### src/rtl/execute_stage.sv
// EX stage: operand forwarding, ALU, iterative shift-add multiplier and the
// EX/MEM pipeline register that feeds the memory stage.
module execute_stage #(
    parameter int WIDTH     = 32,
    parameter int MUL_ITERS = 32
) (
    input  logic             clk,
    input  logic             reset,
    input  logic [WIDTH-1:0] rsData_ex,
    input  logic [WIDTH-1:0] rtData_ex,
    input  logic [WIDTH-1:0] imm_ex,
    input  logic [4:0]       Rs_ex,
    input  logic [4:0]       Rt_ex,
    input  logic [4:0]       Rd_ex,
    input  logic [2:0]       ALUOp,
    input  logic             ALUSrc,
    input  logic             Mul_ex,
    input  logic             MemWrite_ex,
    input  logic             MemToReg_ex,
    input  logic             RegWrite_ex,
    input  logic [WIDTH-1:0] memAddr_fwd,
    input  logic [WIDTH-1:0] writeData_fwd,
    input  logic [4:0]       dest_mem,
    input  logic [4:0]       dest_wb,
    input  logic             RegWrite_mem,
    input  logic             RegWrite_wb,
    output logic [WIDTH-1:0] memAddr,
    output logic [WIDTH-1:0] storedRt2,
    output logic [4:0]       Rt_mem,
    output logic [4:0]       Rd_mem,
    output logic             MemWrite,
    output logic             MemToReg,
    output logic             RegWrite,
    output logic             stall,
    output logic [1:0]       mulState
);

    localparam int SH_W  = $clog2(WIDTH);
    localparam int CNT_W = $clog2(MUL_ITERS + 1);
    localparam logic [CNT_W-1:0] LAST_ITER = CNT_W'(MUL_ITERS - 1);

    typedef enum logic [1:0] {
        IDLE = 2'd0,
        BUSY = 2'd1,
        DONE = 2'd2
    } mulState_t;

    mulState_t        state;
    logic [WIDTH-1:0] mcand;
    logic [WIDTH-1:0] mplier;
    logic [WIDTH-1:0] acc;
    logic [CNT_W-1:0] iterCount;

    logic [WIDTH-1:0] opA;
    logic [WIDTH-1:0] fwdRt;
    logic [WIDTH-1:0] opB;
    logic [WIDTH-1:0] aluResult;

    // MEM holds the younger result, so it wins over WB; $0 is never forwarded.
    always_comb begin
        opA = rsData_ex;
        if (RegWrite_mem && dest_mem == Rs_ex && Rs_ex != 5'd0)
            opA = memAddr_fwd;
        else if (RegWrite_wb && dest_wb == Rs_ex && Rs_ex != 5'd0)
            opA = writeData_fwd;

        fwdRt = rtData_ex;
        if (RegWrite_mem && dest_mem == Rt_ex && Rt_ex != 5'd0)
            fwdRt = memAddr_fwd;
        else if (RegWrite_wb && dest_wb == Rt_ex && Rt_ex != 5'd0)
            fwdRt = writeData_fwd;
    end

    assign opB = ALUSrc ? imm_ex : fwdRt;

    always_comb begin
        aluResult = '0;
        case (ALUOp)
            3'b000: aluResult = opA + opB;
            3'b001: aluResult = opA - opB;
            3'b010: aluResult = opA & opB;
            3'b011: aluResult = opA | opB;
            3'b100: aluResult = opA ^ opB;
            3'b101: aluResult = {{(WIDTH-1){1'b0}}, ($signed(opA) < $signed(opB))};
            3'b110: aluResult = opA << opB[SH_W-1:0];
            3'b111: aluResult = ~(opA | opB);
            default: aluResult = '0;
        endcase
    end

    // stall: while high, PC, IF/ID and ID/EX must hold; EX/MEM keeps advancing
    // and receives bubbles, so the instruction in EX is re-presented until DONE.
    assign stall    = !reset && ((state == IDLE && Mul_ex) || state == BUSY);
    assign mulState = state;

    always_ff @(posedge clk) begin
        if (reset) begin
            state     <= IDLE;
            mcand     <= '0;
            mplier    <= '0;
            acc       <= '0;
            iterCount <= '0;
            memAddr   <= '0;
            storedRt2 <= '0;
            Rt_mem    <= '0;
            Rd_mem    <= '0;
            MemWrite  <= 1'b0;
            MemToReg  <= 1'b0;
            RegWrite  <= 1'b0;
        end else begin
            // Bubble by default; only a completing instruction overrides.
            memAddr   <= '0;
            storedRt2 <= '0;
            Rt_mem    <= '0;
            Rd_mem    <= '0;
            MemWrite  <= 1'b0;
            MemToReg  <= 1'b0;
            RegWrite  <= 1'b0;
            case (state)
                IDLE: begin
                    if (Mul_ex) begin
                        mcand     <= opA;
                        mplier    <= opB;
                        acc       <= '0;
                        iterCount <= '0;
                        state     <= BUSY;
                    end else begin
                        memAddr   <= aluResult;
                        storedRt2 <= fwdRt;
                        Rt_mem    <= Rt_ex;
                        Rd_mem    <= Rd_ex;
                        MemWrite  <= MemWrite_ex;
                        MemToReg  <= MemToReg_ex;
                        RegWrite  <= RegWrite_ex;
                    end
                end
                BUSY: begin
                    if (mplier[0])
                        acc <= acc + mcand;
                    mcand     <= mcand << 1;
                    mplier    <= mplier >> 1;
                    iterCount <= iterCount + 1'b1;
                    if (iterCount == LAST_ITER)
                        state <= DONE;
                end
                DONE: begin
                    memAddr   <= acc;
                    storedRt2 <= fwdRt;
                    Rt_mem    <= Rt_ex;
                    Rd_mem    <= Rd_ex;
                    MemWrite  <= MemWrite_ex;
                    MemToReg  <= MemToReg_ex;
                    RegWrite  <= RegWrite_ex;
                    state     <= IDLE;
                end
                default: state <= IDLE;
            endcase
        end
    end

endmodule

### config.mk
export PLATFORM = sky130hd
export DESIGN_NAME = execute_stage
export DESIGN_NICKNAME = d
export VERILOG_FILES = /design/src/rtl/execute_stage.sv
export SDC_FILE = /design/constraint.sdc
export NUM_CORES = 1
export LEC_CHECK = 0
export ABC_AREA = 0
export CAP_MARGIN = 15
export CORE_MARGIN = 1.5
export CORE_UTILIZATION = 35
export CTS_BUF_LIST = sky130_fd_sc_hd__clkbuf_4 sky130_fd_sc_hd__clkbuf_8
export DETAILED_ROUTE_END_ITERATION = 16
export PLACE_DENSITY = 0.57
export SYNTH_ARGS = -nofsm -noshare
export SYNTH_HDL_FRONTEND = slang
export SYNTH_SLANG_ARGS = --single-unit
### constraint.sdc
create_clock -name clk -period 12.9 [get_ports clk]
set_input_delay 3.87 -clock clk [delete_from_list [all_inputs] [get_ports clk]]
set_output_delay 3.87 -clock clk [all_outputs]
set_load 0.05 [all_outputs]
-- Word level (Yosys, flattened, before mapping)
Index checks and enable logic that the tools add are counted.
- register bits after elaboration: 181
- input bits: 197
- output and inout bits: 80
- logic and storage cells: 91
- add/subtract/negate cells: 4
- order comparisons: 1
- equality and inequality tests: 17
- shift-type cells: 1
- muxes and demuxes: 32
- bitwise logic cells: 4
- reductions and logical operators: 20
- operator list (operator ; number):
    $mux W32 ; 11
    $pmux W32 S2 ; 5
    $pmux W32 S8 ; 1
    $add A32 B32 Y32 ; 2
    $and A32 B32 Y32 ; 1
    $lt A32 B32 Y1 ; 1
    $not A32 Y32 ; 1
    $or A32 B32 Y32 ; 1
    $shl A32 B5 Y32 ; 1
    $sub A32 B32 Y32 ; 1
    $xor A32 B32 Y32 ; 1
    $eq A5 B5 Y1 ; 4
    $pmux W5 S2 ; 2
    $eq A3 B3 Y1 const B ; 4
    $pmux W6 S2 ; 1
    $logic_and A1 B1 Y1 ; 10
    $mux W5 ; 2
    $reduce_bool A5 Y1 ; 2
    $add A6 B1 Y6 const B ; 1
    $eq A3 B2 Y1 const B ; 2
    $eq A6 B5 Y1 const B ; 1
    $mux W6 ; 1
    $pmux W1 S2 ; 3
    $mux W2 ; 2
    14 further kinds ; 18

-- Longest topological paths before layout
Gate-level depths: netlist of the first run.
- depth after elaboration: 11
- gate-level depth with buffers: 22
- mapped depth without buffers: 19

-- Worst setup path after synthesis of the first run
No wires, ideal clock.
- path kind: input-to-output
- start point: in Mul_ex
- end point: out stall
- arrival time: 5226 ps
- data required time: 9030 ps
- slack: 3804 ps
- stages: 5
- path buffers: 2
- cells stage by stage: nor2_1 > or2_2 > clkbuf_1 > buf_1 > nor2_1
- word-level cells in the longest chain between the ends: 3
- ends and longest elaborated chain (item ; RTL line ; RTL):
    from (decl) ; 17 ; input logic Mul_ex,
    $logic_and A1 B1 Y1 ; 93 ; assign stall = !reset && ((state == IDLE && Mul_ex) || state == BUSY);
    $logic_or A1 B1 Y1 ; 93 ;
    $logic_and A1 B1 Y1 ; 93 ;
    to (decl) ; 34 ; output logic stall,
No other way between the ends.

-- Worst setup path after layout of the first run
- start point: in Rs_ex[2]
- end point: reg memAddr[30]
- word-level cells in the longest chain between the ends: 10
- elaborated cells on any way between the ends: 19
- those cells by class: add/sub (2); eq/ne (2); shift (1); mux (5); bitwise (4); reduce/logical (5)
- ends and longest elaborated chain (item ; RTL line ; RTL):
    from (decl) ; 12 ; input logic [4:0] Rs_ex,
    $eq A5 B5 Y1 ; 64 ; else if (RegWrite_wb && dest_wb == Rs_ex && Rs_ex != 5'd0)
    $logic_and A1 B1 Y1 (2 in a row) ; 64 ;
    $mux W32 ; 64 ;
    $mux W32 * ; 62 ; if (RegWrite_mem && dest_mem == Rs_ex && Rs_ex != 5'd0)
    parallel branches: the longest is 2 deep, another holds $sub A32 B32 Y32 ; -- ;
    $pmux W32 S8 * ; 78 ; case (ALUOp)
    $mux W32 * ; 121 ; if (Mul_ex) begin
    $pmux W32 S2 * ; 119 ; case (state)
    to (signal assigned) ; 128 ; memAddr <= aluResult;
    to (decl) ; 27 ; output logic [WIDTH-1:0] memAddr,
Every way passes the cells marked *.
A chain may end at the register's enable or synchronous reset.

==> results of run 1 <==
## metrics by stage
step                      cells  power, mW
after floorplan            2302      1.163
after global placement     3059      1.468
final                      3093      1.904
after global routing       3092      1.998
after detailed placement   3059      1.466
after CTS                  3091      1.897
## flip-flops by register name, summed over array words and instances, names as in the netlist
| signal | cells |
|---|---|
| mplier | 32 |
| mulState | 2 |
| Rt_mem | 5 |
| MemWrite | 1 |
| memAddr | 32 |
| RegWrite | 1 |
| MemToReg | 1 |
| acc | 32 |
| Rd_mem | 5 |
| mcand | 32 |
| iterCount | 6 |
| storedRt2 | 32 |
## layer usage
layer  vias up  track usage (%)  wire length, microns
met5         -                0                     0
met4         0            12.64                  2998
met1      8956            41.27                 34070
li1       8581                -                     -
met2       759            53.59                 37750
met3       133            4.209                  4740
## cells in the mapped netlist, types with 12 or more instances
master / n
a211oi_1: 29
a21o_1: 19
a21oi_1: 364
a221oi_1: 17
a22oi_1: 35
a31oi_1: 47
and2_1: 33
and3_1: 23
buf_1: 21
buf_2: 20
clkbuf_1: 124
dfxtp_1: 181
ha_1: 129
inv_1: 119
mux2i_1: 129
nand2_1: 158
nand2b_1: 15
nand3_1: 59
nor2_1: 206
nor2b_1: 12
nor3_1: 60
o21ai_0: 143
o21bai_1: 15
o221ai_1: 20
o22ai_1: 23
or3_1: 14
xnor2_1: 82
xor2_1: 48
## cells by family after synthesis
| family | Yosys count | synth area share, % |
|---|---|---|
| AOI/OAI and AO/OA | 814 | 29.62 |
| xor gates and xnor gates | 130 | 6.818 |
| adders and majority gates | 132 | 10.02 |
| buffers and inverters | 294 | 6.923 |
| DFF | 181 | 21.70 |
| muxes | 131 | 7.867 |
| and+or+nand+nor | 620 | 17.05 |
## power groups by stage
stage	clock [mW]	sequential, mW	combinational, mW
final	0.428	0.607	0.869
after CTS	0.439	0.607	0.850
after floorplan	0	0.652	0.511
after global routing	0.457	0.611	0.930
after global placement	0	0.620	0.849
after detailed placement	0	0.620	0.846
## layout make-up
type / instances / area share, %
flip-flops and latches: 181 / 17.84
clock buffers: 18 / 1.220
repair buffers: 322 / 15.24
clock inverters: 14 / 0.7330
inverters: 122 / 2.255
well taps: 607 / 3.739
multi-input cells: 1827 / 58.95
diodes: 2 / 0.02464
## worst paths after layout
check	end	slack [ps]	cells after the start
hold / removal	mulState[1]$_SDFFE_PP0P_	480	1
setup reg to reg	acc[31]$_SDFFE_PP0P_	9160	12
setup / recovery	memAddr[30]$_SDFF_PP0_	2930	22
hold reg to reg	mulState[1]$_SDFFE_PP0P_	480	1
==> flow_summary_export.csv, run 1 <==
group,metric,value,unit
status,status,"complete, no violations",
drt,via_per_inst,5.958,
timing,tns,0,ps
place,pre_cts_slack,2534,ps
pwr,peakVddDrop,0.07136,mV
timing,slew_headroom,22.96,%
drt,drc,0,
floorplanning,ios,277,
timing,rsz0062_at_grt,"false",
cts,htree_levels,4,
logic_synthesis,synth_seq_area_share,21.70,%
grt,grt_pass1_wl,117700,microns
grt,track_usage,31.89,%
logic_synthesis,synth_top_area_share,21.70,%
pwr,p_clk_share,22.5,%
worst_setup_path,reg2reg_from,"acc[7]$_SDFFE_PP0P_",
logic_synthesis,synth_edf_count,0,
logic_synthesis,synth_warnings,0,
grt,antenna_found_initial,1,
timing,maxSlewViolCount,0,
floorplanning,die_w,221.4,microns
worst_setup_path,cp_slowest_cell,"o41ai_1",
pwr,power_frac_seq,31.9,%
layout,final_cell_area,20310,sq um
timing,skew,15.80,ps
layout,layout_common_cells,"364 x a21oi_1, 273 x clkdlybuf4s50_1, 202 x nor2_1",
drt,first_pass_iters,5,
logic_synthesis,syn_nets,2631,
timing,fin_crit,9969,ps
worst_setup_path,cp.arrival,10440,ps
timing,worstMarginPinSlew,1151,ps
cts,cts_resized,0,
pwr,sw_frac_of_total,43.15,%
logic_synthesis,ys_ff_latch,181,
timing,hold_ws,483.0,ps
layout,fin_util,43.35,%
logic_synthesis,synth_top_area_cell,"dfxtp_1",
floorplanning,coreArea,46850,sq um
cts,cts.clk_slew.worst_paths,110,ps
worst_setup_path,crit_start,"Rs_ex[2]",
drt,ant_nets,0,
worst_hold_path,holdCritStartpoint,"iterCount[5]$_SDFFE_PP0P_",
logic_synthesis,synth_area,16700,sq um
pwr,power.density,93.75,nW/um^2
cts,worstSkewPairLatency,590,ps
layout,fillerInstances,4915,
layout,register_area,3623,sq um
floorplanning,initial_utilization,35.64,%
place,place_congestion,0.9457,
timing,hold_violations,0,
cts,cts_setup_buffers,0,
worst_setup_path,cp_top_family,"compound AO/OA/AOI/OAI gates",
layout,mostFrequentLayoutCell,"a21oi_1",
place,io_buffers,276,
worst_setup_path,crit_chain,"clkdlybuf4s50_1 > or4_4 > o211ai_2 > buf_4 > or2_1 > buf_4 > a31oi_1 > inv_1 > ha_1 > inv_1 > fa_1 > nand2b_1 > a21oi_1 > o211ai_1 > nand2_1 > o41ai_1 > a21oi_1 > a211oi_1 > o41ai_1 > nand2b_1 > a31oi_1 > a2111oi_0",
layout,multi_input_area,11970,sq um
place,placed_area,19910,sq um
pwr,total_leakage_power,8.177,nW
drt,wire_per_inst,25.72,microns
pwr,p_sw,0.8216,mW
timing,fmaxAchievable,100.3,MHz
floorplanning,die_area,49030,sq um
timing,setup_viol,0,
run,cap_violations,0,
cts,cts_buffers,17,
worst_setup_path,crit_path_max_incr_delay,720,ps
grt,grt_max_degree,69,
pwr,power_frac_comb,45.6,%
layout,nets,2800,
logic_synthesis,synth.distinct_cells,81,
floorplanning,die_h,221.4,microns
cts,postCtsHoldBufs,0,
cts,clk_path_buf_depth,2,
grt,grt-ovfl-total,0,
logic_synthesis,syn_avg_cell_area,7.254,sq um
timing,setup_ws,2931,ps
worst_setup_path,critPathBufInv,5,
layout,area_delta_synth_final,21.63,%
pwr,intPower,1.083,mW
layout,drive_gt1_share,5.113,%
logic_synthesis,yosys-top-cells-area,"dfxtp_1 22%, a21oi_1 11%, ha_1 9.7%",
drt,drt_iter0_drc,1993,
grt,grt_pass1_vias,17520,
drt,routed_wl,79560,microns
drt,vias,18429,
worst_setup_path,worstPathRequired,13380,ps
timing,period_share,77.28,%
place,place_hpwl,60790,microns
cts,cts_root_buf,"clkbuf_8",
logic_synthesis,synth_async_sr_flop_share,0,%
logic_synthesis,syn_inst,2302,
worst_setup_path,cp_max_fo,31,
cts,cts.sinks,181,
cts,cts_tree,"built",
worst_setup_path,path_class,"input port to register",
worst_hold_path,worstHoldPathType,"register to register",
floorplanning,rows,79,
worst_setup_path,start_kind,"input port",
worst_setup_path,end_kind,"register",
logic_synthesis,ys.flop_type,"dfxtp_1",
No activity file was read; power rests on OpenSTA's default activity.
==> run 2, diff against run 1 <==
- clock period: 12.9 -> 10.1 ns (I/O delays scaled with it)
==> run 2 against run 1 <==
First-iteration DRC count grew 0.35%. Combinational power up 28%. Core utilization grew 0.22 points. Clock skew up 6.9 ps. Sequential power is 28% higher. Worst setup slack got worse by 1900 ps. Critical path type unchanged. Largest cell class unchanged.
==> flow_summary_export.csv, run 2 (synthesized netlist as in run 1, its figures left out) <==
group,metric,value,unit
place,placed_area,20000,sq um
worst_setup_path,worstPathRequired,10570,ps
floorplanning,die_area,49030,sq um
cts,cts_setup_buffers,0,
cts,cts_tree,"built",
worst_setup_path,cp_max_fo,7,
worst_setup_path,reg2reg_from,"mcand[5]$_SDFFE_PP0P_",
floorplanning,ios,277,
grt,antenna_found_initial,3,
layout,multi_input_area,11970,sq um
cts,cts.sinks,181,
worst_setup_path,rrSetupSlack,6440,ps
cts,postCtsHoldBufs,0,
worst_setup_path,cp.arrival,9540,ps
grt,grt_max_degree,69,
place,pre_cts_slack,663.0,ps
timing,skew,22.74,ps
grt,grt_pass1_wl,116300,microns
timing,maxSlewViolCount,0,
layout,register_area,3623,sq um
pwr,intPower,1.384,mW
cts,htree_levels,4,
layout,area_delta_synth_final,22.24,%
grt,track_usage,31.52,%
pwr,p_clk_share,23.1,%
cts,cts.clk_slew.worst_paths,110,ps
worst_setup_path,worstRegToRegCells,12,
worst_hold_path,worstHoldPathType,"register to register",
timing,fin_crit,9063,ps
pwr,power_frac_comb,45.2,%
worst_setup_path,start_kind,"input port",
pwr,p_sw,1.066,mW
drt,drt_iter0_drc,2000,
drt,drc,0,
status,status,"complete, no violations",
pwr,power.density,120.0,nW/um^2
cts,clk_path_buf_depth,2,
drt,via_per_inst,5.910,
pwr,sw_frac_of_total,43.51,%
timing,slew_headroom,21.80,%
timing,fmaxAchievable,110.3,MHz
cts,cts_root_buf,"clkbuf_8",
layout,mostFrequentLayoutCell,"a21oi_1",
layout,fillerInstances,4802,
layout,fin_util,43.57,%
timing,setup_viol,0,
run,cap_violations,0,
floorplanning,coreArea,46850,sq um
pwr,peakVddDrop,0.08050,mV
drt,ant_nets,0,
layout,layout_common_cells,"364 x a21oi_1, 273 x clkdlybuf4s50_1, 202 x nor2_1",
worst_setup_path,end_kind,"register",
floorplanning,rows,79,
grt,grt-ovfl-total,0,
timing,rsz0062_at_grt,"false",
drt,first_pass_iters,7,
worst_setup_path,crit_start,"Rt_ex[1]",
floorplanning,die_h,221.4,microns
floorplanning,die_w,221.4,microns
layout,drive_gt1_share,5.569,%
worst_setup_path,path_class,"input port to register",
timing,setup_ws,1037,ps
pwr,power_frac_seq,31.7,%
timing,worstMarginPinSlew,1173,ps
pwr,total_leakage_power,8.233,nW
place,place_hpwl,60890,microns
place,place_congestion,0.9728,
drt,routed_wl,78640,microns
cts,worstSkewPairLatency,610,ps
place,io_buffers,276,
drt,vias,18363,
cts,cts_buffers,17,
drt,wire_per_inst,25.31,microns
floorplanning,initial_utilization,35.64,%
layout,final_cell_area,20410,sq um
worst_setup_path,rr_endpoint,"acc[31]$_SDFFE_PP0P_",
timing,tns,0,ps
timing,hold_violations,0,
cts,cts_resized,0,
layout,nets,2812,
worst_setup_path,critPathCapture,"memAddr[0]$_SDFF_PP0_",
grt,grt_pass1_vias,17258,
timing,period_share,89.74,%
## run 2: changes by cell type in the layout (fill, tap and decap cells not counted)
cell,before,now
inv_8,0,2
inv_6,3,5
buf_4,47,59
clkinv_2,3,1
diode_2,2,4
clkinvlp_4,4,5
clkinv_4,2,0
clkbuf_8,18,17
## run 2: worst min path at each step
| stage | start | to | cells past startpoint |
|---|---|---|---|
| floorplan | iterCount[5]$_SDFFE_PP0P_ | mulState[1]$_SDFFE_PP0P_ | 1 |
| CTS | iterCount[5]$_SDFFE_PP0P_ | mulState[1]$_SDFFE_PP0P_ | 1 |
| finish | iterCount[5]$_SDFFE_PP0P_ | mulState[1]$_SDFFE_PP0P_ | 1 |
| global route | iterCount[5]$_SDFFE_PP0P_ | mulState[1]$_SDFFE_PP0P_ | 1 |
| global placement | iterCount[5]$_SDFFE_PP0P_ | mulState[1]$_SDFFE_PP0P_ | 1 |
| detailed placement | iterCount[5]$_SDFFE_PP0P_ | mulState[1]$_SDFFE_PP0P_ | 1 |
## run 2: power groups by stage
stage	Combinational (mW)	Sequential (mW)	Clock [mW]
2_1_floorplan	0.653	0.833	0
3_3_place_gp	1.08	0.793	0
3_5_place_dp	1.08	0.794	0
4_1_cts	1.08	0.778	0.581
5_1_grt	1.19	0.782	0.607
6_report	1.11	0.777	0.566
## run 2: layer usage
layer / up-vias / track usage, % / wire length, microns
met5: - / 0 / 0
li1: 8602 / - / -
met4: 0 / 13.68 / 3191
met2: 854 / 51.60 / 36680
met3: 156 / 5.710 / 5635
met1: 8751 / 40.48 / 33140
## run 2: area by class of cell
| class | instances | share of cell area, % |
|---|---|---|
| multi-input cells | 1827 | 58.66 |
| inverters | 122 | 2.243 |
| clock buffers | 17 | 1.146 |
| clock inverters | 15 | 0.8275 |
| repair buffers | 334 | 15.61 |
| diodes | 4 | 0.04903 |
| well taps | 607 | 3.721 |
| flip-flops and latches | 181 | 17.75 |
## run 2: worst max-delay path, stage by stage
cell and delay, ps:
clkdlybuf4s50_1 610, xnor2_1 170, nand3_1 170, nor3_2 610, buf_4 300, mux2i_1 180, o21ai_0 100, mux2i_1 590
inv_1 100, ha_1 400, nor4_1 710, o21ai_0 190, nand2_1 170, o41ai_1 150, a21oi_1 440, a211oi_1 240
o41ai_1 730, nand2b_1 310, a31oi_1 240, nor3_1 60
## run 2: metrics by stage
stage | power, mW | std cells | hold slack, ps
final | 2.451 | 3107 | 476.0
after detailed placement | 1.871 | 3071 | 462.7
after global placement | 1.875 | 3071 | 459.0
after global routing | 2.574 | 3105 | 517.0
after floorplan | 1.486 | 2302 | 424.5
after CTS | 2.442 | 3103 | 479.4
==> run 3, diff against run 2 <==
- ABC_AREA: 0 -> 1
- CTS_BUF_LIST: sky130_fd_sc_hd__clkbuf_4 sky130_fd_sc_hd__clkbuf_8 -> sky130_fd_sc_hd__clkbuf_16
==> run 3 against run 2 <==
Sequential share of layout area shrank 0.63 points. Wire length rose by 15%. Total power rose by 11%. Hold slack got worse by 8.9 ps. Sequential cell count is the same. Core utilization fell by 0.25 points. Count of clock-buffer cells in the layout unchanged. Clock skew fell by 11 ps. Highest routed layer is now met5.
==> flow_summary_export.csv, run 3 <==
group,metric,value,unit
pwr,total_leakage_power,9.465,nW
logic_synthesis,synth_area,17280,sq um
layout,final_cells,3737,
drt,routed_wl,90220,microns
floorplanning,coreArea,48850,sq um
worst_setup_path,critPathCapture,"memAddr[25]$_SDFF_PP0_",
cts,clk_path_buf_depth,2,
cts,cts.clk_slew.worst_paths,80,ps
grt,busiest_layer,"met2",
pwr,peakVddDrop,0.1288,mV
place,place_congestion,1.046,
grt,met3_usage,7.171,%
place,dp_cells,3694,
grt,track_usage,35.35,%
worst_setup_path,rrSetupSlack,6480,ps
logic_synthesis,ys_top_cells_by_count,"747 x nand2_1, 329 x a21oi_1, 319 x nand3_1",
layout,nets,3379,
grt,grt_util_met2,56.50,%
worst_setup_path,crit_path_max_incr_delay,670,ps
logic_synthesis,synth_seq_area_share,20.97,%
logic_synthesis,yosys-top-cells-area,"dfxtp_1 21%, nand2_1 16%, a21oi_1 9.5%",
grt,use_met1,45.62,%
cts,htree_levels,4,
pwr,intPower,1.503,mW
floorplanning,die_area,50700,sq um
floorplanning,rows,81,
floorplanning,ios,277,
cts,cts_resized,0,
grt,grt_pass1_vias,19696,
pwr,power_frac_seq,29.3,%
worst_setup_path,cp_slowest_cell,"o21ai_0",
timing,period_share,83.46,%
timing,rsz0062_at_grt,"false",
pwr,sw_frac_of_total,44.70,%
worst_setup_path,end_kind,"register",
worst_setup_path,critPathBufInv,5,
drt,via_per_inst,5.636,
logic_synthesis,synth_edf_count,0,
layout,mostFrequentLayoutCell,"nand2_1",
cts,cts_root_buf,"clkbuf_16",
floorplanning,die_h,225.2,microns
timing,hold_violations,0,
logic_synthesis,synth_warnings,0,
worst_setup_path,cp_max_fo,62,
floorplanning,die_w,225.2,microns
worst_setup_path,start_kind,"input port",
timing,fin_crit,8429,ps
place,place_hpwl,72190,microns
timing,tns,0,ps
layout,fin_util,43.31,%
logic_synthesis,ys_ff_latch,181,
logic_synthesis,synth_async_sr_flop_share,0,%
pwr,power_frac_comb,43.8,%
logic_synthesis,syn_nets,3199,
drt,vias,21060,
cts,cts_buffers,17,
place,pre_cts_slack,1367,ps
timing,worstMarginPinSlew,1029,ps
run,cap_violations,0,
grt,antenna_found_initial,9,
layout,drive_gt1_share,4.669,%
cts,postCtsHoldBufs,0,
drt,drc,0,
timing,setup_ws,1671,ps
place,io_buffers,276,
cts,cts_setup_buffers,0,
status,status,"complete, no violations",
worst_setup_path,worstPathRequired,10470,ps
grt,grt_pass1_wl,130600,microns
drt,ant_nets,0,
worst_setup_path,path_class,"input port to register",
pwr,power.density,128.5,nW/um^2
timing,slew_headroom,30.70,%
logic_synthesis,synth_top_area_share,20.97,%
layout,layout_common_cells,"747 x nand2_1, 329 x a21oi_1, 318 x nand3_1",
pwr,p_clk_share,26.9,%
drt,wire_per_inst,24.14,microns
worst_setup_path,rr_endpoint,"acc[6]$_SDFFE_PP0P_",
timing,fmaxAchievable,118.6,MHz
cts,cts.sinks,181,
grt,grt_max_degree,83,
grt,grt-ovfl-total,0,
logic_synthesis,ys.flop_type,"dfxtp_1",
logic_synthesis,synth.distinct_cells,58,
timing,skew,11.63,ps
pwr,p_sw,1.215,mW
logic_synthesis,syn_avg_cell_area,6.020,sq um
worst_setup_path,crit_start,"Rt_ex[3]",
worst_hold_path,worstHoldPathType,"register to register",
drt,drt_iter0_drc,2259,
worst_setup_path,reg2reg_from,"mulState[0]$_SDFFE_PP0P_",
cts,cts_tree,"built",
timing,maxSlewViolCount,0,
logic_synthesis,yosysMostFrequentCell,"nand2_1",
drt,first_pass_iters,6,
layout,fillerInstances,5347,
worst_setup_path,cp_num_cells,26,
floorplanning,initial_utilization,35.37,%
worst_setup_path,cp_top_family,"simple AND/OR/NAND/NOR gates",
worst_setup_path,cp.arrival,8790,ps
logic_synthesis,syn_inst,2870,
timing,setup_viol,0,
layout,area_delta_synth_final,22.47,%
logic_synthesis,synth_top_area_cell,"dfxtp_1",
worst_setup_path,cpMostUsedCell,"nand2_1",
cts,worstSkewPairLatency,510,ps
worst_setup_path,worstRegToRegCells,8,
==> run 3: cell types whose count changed after synthesis, moves of 34 or more <==
| cell | previous run | this run |
|---|---|---|
| xor2_1 | 48 | 14 |
| o21ai_0 | 143 | 180 |
| nand3_1 | 59 | 319 |
| inv_1 | 119 | 298 |
| o211ai_1 | 9 | 81 |
| mux2i_1 | 129 | 0 |
| xnor2_1 | 82 | 6 |
| nand2_1 | 158 | 747 |
| a21oi_1 | 364 | 329 |
| nor3_1 | 60 | 20 |
==> run 3: area by class of cell <==
cell class              instances  area [sq um]  area share, %
diodes                         10         25.02         0.1183
clock buffers                  17         425.4          2.011
clock inverters                15         190.2         0.8988
inverters                     316          1194          5.641
multi-input cells            2223         11840          55.97
flip-flops and latches        181          3623          17.13
well taps                     664         830.8          3.926
repair buffers                311          3028          14.31
==> run 3: power by group through the flow <==
stage	clock (mW)	combinational, mW	sequential (mW)
after floorplan	0	0.660	0.854
after CTS	0.749	1.16	0.798
after global placement	0	1.16	0.813
final	0.730	1.19	0.797
after global routing	0.768	1.28	0.802
after detailed placement	0	1.16	0.814
==> run 3: per-stage QoR <==
stage | hold WS, ps | cell area [sq um] | total power, mW
2_1_floorplan | 445.4 | 17280 | 1.514
3_3_place_gp | 452.8 | 20510 | 1.969
3_5_place_dp | 455.2 | 20510 | 1.970
4_1_cts | 466.2 | 21130 | 2.708
5_1_grt | 486.6 | 21160 | 2.852
6_report | 467.1 | 21160 | 2.719
==> run 3: kinds of logic after synthesis <==
logic type	Yosys count	synth area share (%)
compound gates	719	24.11
xor+xnor	20	1.014
fa+ha+maj	132	9.690
buf+inv	466	10.80
flops	181	20.97
simple gates	1352	33.42
==> run 3: worst register-to-register path: cells and delay by family (launching register included) <==
family,cells,cell delay (ps)
simple gates,4,2070
compound gates,1,130
buf+inv,3,920
flops,1,440
==> run 3: worst min path at each step <==
stage                                       start                       to  slack (ps)  cells after the start
after floorplan            mplier[0]$_SDFFE_PP0P_   mplier[0]$_SDFFE_PP0P_         450                      2
after global placement    mplier[19]$_SDFFE_PP0P_  mplier[19]$_SDFFE_PP0P_         450                      2
after detailed placement  mplier[19]$_SDFFE_PP0P_  mplier[19]$_SDFFE_PP0P_         460                      2
after CTS                 mplier[19]$_SDFFE_PP0P_  mplier[19]$_SDFFE_PP0P_         470                      2
after global routing      mplier[29]$_SDFFE_PP0P_  mplier[29]$_SDFFE_PP0P_         490                      2
final                     mplier[18]$_SDFFE_PP0P_  mplier[18]$_SDFFE_PP0P_         470                      2
==> run 3: layer usage <==
| layer | wire (microns) | up-vias | part of all wire (%) |
|---|---|---|---|
| met5 | 13 | - | 0.014 |
| met4 | 3730 | 2 | 4.1 |
| met3 | 6700 | 158 | 7.4 |
| met2 | 41120 | 906 | 46 |
| met1 | 38660 | 9967 | 43 |
| li1 | - | 10027 | - |
==> edit: new RTL, flow settings as in run 2 <==
Change the parameter `MUL_ITERS` from 32 to 64.
--- a/src/rtl/execute_stage.sv
+++ b/src/rtl/execute_stage.sv
@@ -4,3 +4,3 @@
     parameter int WIDTH     = 32,
-    parameter int MUL_ITERS = 32
+    parameter int MUL_ITERS = 64
 ) (
Function: not settled (the Yosys comparison gave no result); the edit may change what the design does.
==> edit against run 2 <==
Fmax up 1.9%. Routed wire length up 7.7%. Cell count up 4.0%. Worst setup slack better by 0.17 ns. Design area up 2.8%. Count of clock-buffer cells in the layout up 5. Sequential cell count up 1. Power down 0.36%. Global-route usage up 1.4 points. Synthesized cell count up 3.0%. Area after synthesis up 3.4%. Largest cell class unchanged. Highest routed layer is now met5.
==> edit: results (changes against run 2) <==
[placement]
post-dp-hpwl_um = 65000  ; +6.8%
gp_congestion = 0.990  ; +1.7%

[synthesis]
ys_seq_area_frac = 0.211  ; -0.00598
synthTopCellsByArea = dfxtp_1 21%, a21oi_1 12%, ha_1 9.3%
muxShareOfSynthArea = 0.0715  ; -0.00715
synth_common_cells = 398 x a21oi_1, 244 x nor2_1, 182 x dfxtp_1
synth_compound_area_frac = 0.312  ; +0.0157
synth-adder-area-share = 0.0975  ; -0.00272
synthXorXnorAreaFrac = 0.0604  ; -0.00782
synth_cell_types = 88  ; +8.6%
synth_nets = 2700  ; +2.6%

[global_route]
grt.total_usage = 0.329  ; +0.0136
grt_first_pass_wirelength_um = 123000  ; +5.6%
grt_pass1_vias = 18385  ; +6.5%
antenna_found_initial = 5  ; +2

[power_and_ir_drop]
combPwrFrac = 0.461  ; +0.009
clk-power_uw = 537  ; -5.1%
leakage_nw = 8.44  ; +2.5%
sw_frac_of_total = 0.432  ; -0.00298
p_comb_mw = 1.12
ir_drop_v = 0.0000692  ; -14%

[critical_path]
crit_path_top_delay_cell = or4_1
critPathMaxStageDelay_ns = 0.57  ; -0.16 ns
arrival_ns = 9.38  ; -0.16 ns
reg2reg_depth = 7  ; -5

[final_layout]
drive_gt1_frac = 0.0676  ; +0.0119
nonClkBufAreaFrac = 0.150  ; -0.00605
diodes = 5  ; +1
clock_cell_area_share = 0.0186  ; -0.00114
seq_cell_count = 182  ; +0.55%
multi_input_gates = 1898  ; +3.9%
num-fill-cells = 5107  ; +6.4%
nets = 2879  ; +2.4%
clkbuf_count = 22  ; +5
register_area_mm2 = 0.00364  ; +0.55%
n_all_buffers = 329  ; -1.5%
multi_input_area_share = 0.596  ; +0.00920

[clock_network]
clk_latency_ns = 0.58  ; -0.03 ns

[routing]
firstDrtPassIters = 6  ; -1
dr.first_iter.drc_count = 2094  ; +4.7%
vias = 19452  ; +5.9%
wire_per_inst_um = 26.2  ; +3.6%

[timing]
max_slew_margin = 0.170  ; -0.0483
skew_ns = 0.0307  ; +0.00801 ns

[status]
status = complete, no violations

edit: path summary, 6_finish.rpt:
check                     from     endpoint  slack, ns
setup / recovery      Rt_ex[2]   memAddr[0]       1.21
hold / removal    iterCount[6]  mulState[1]       0.48
setup reg to reg   mulState[1]    mplier[4]       6.64
hold reg to reg   iterCount[6]  mulState[1]       0.48
edit: per-layer routing:
metal,GRT usage,wire (um)
met5,0,13
met4,0.150,3650
met3,0.0508,5330
met2,0.535,39100
met1,0.427,36600
edit: worst max-delay path: cells and delay by family:
family          cells  cell delay, ns
compound gates     11            3.11
buf+inv             4            1.20
simple gates        3            1.18
fa+ha+maj           1            0.56
mux                 1            0.27
edit: stage by stage:
step,util,cell area [um2],instances,hold WS (ns),worst slack [ns]
after CTS,0.429,21000,3225,0.466,1.45
final,0.430,21000,3230,0.475,1.21
after global placement,0.421,20600,3195,0.440,0.881
after detailed placement,0.421,20600,3195,0.440,0.840
after global routing,0.430,21000,3229,0.505,0.719
after floorplan,-,17300,2371,0.423,2.29
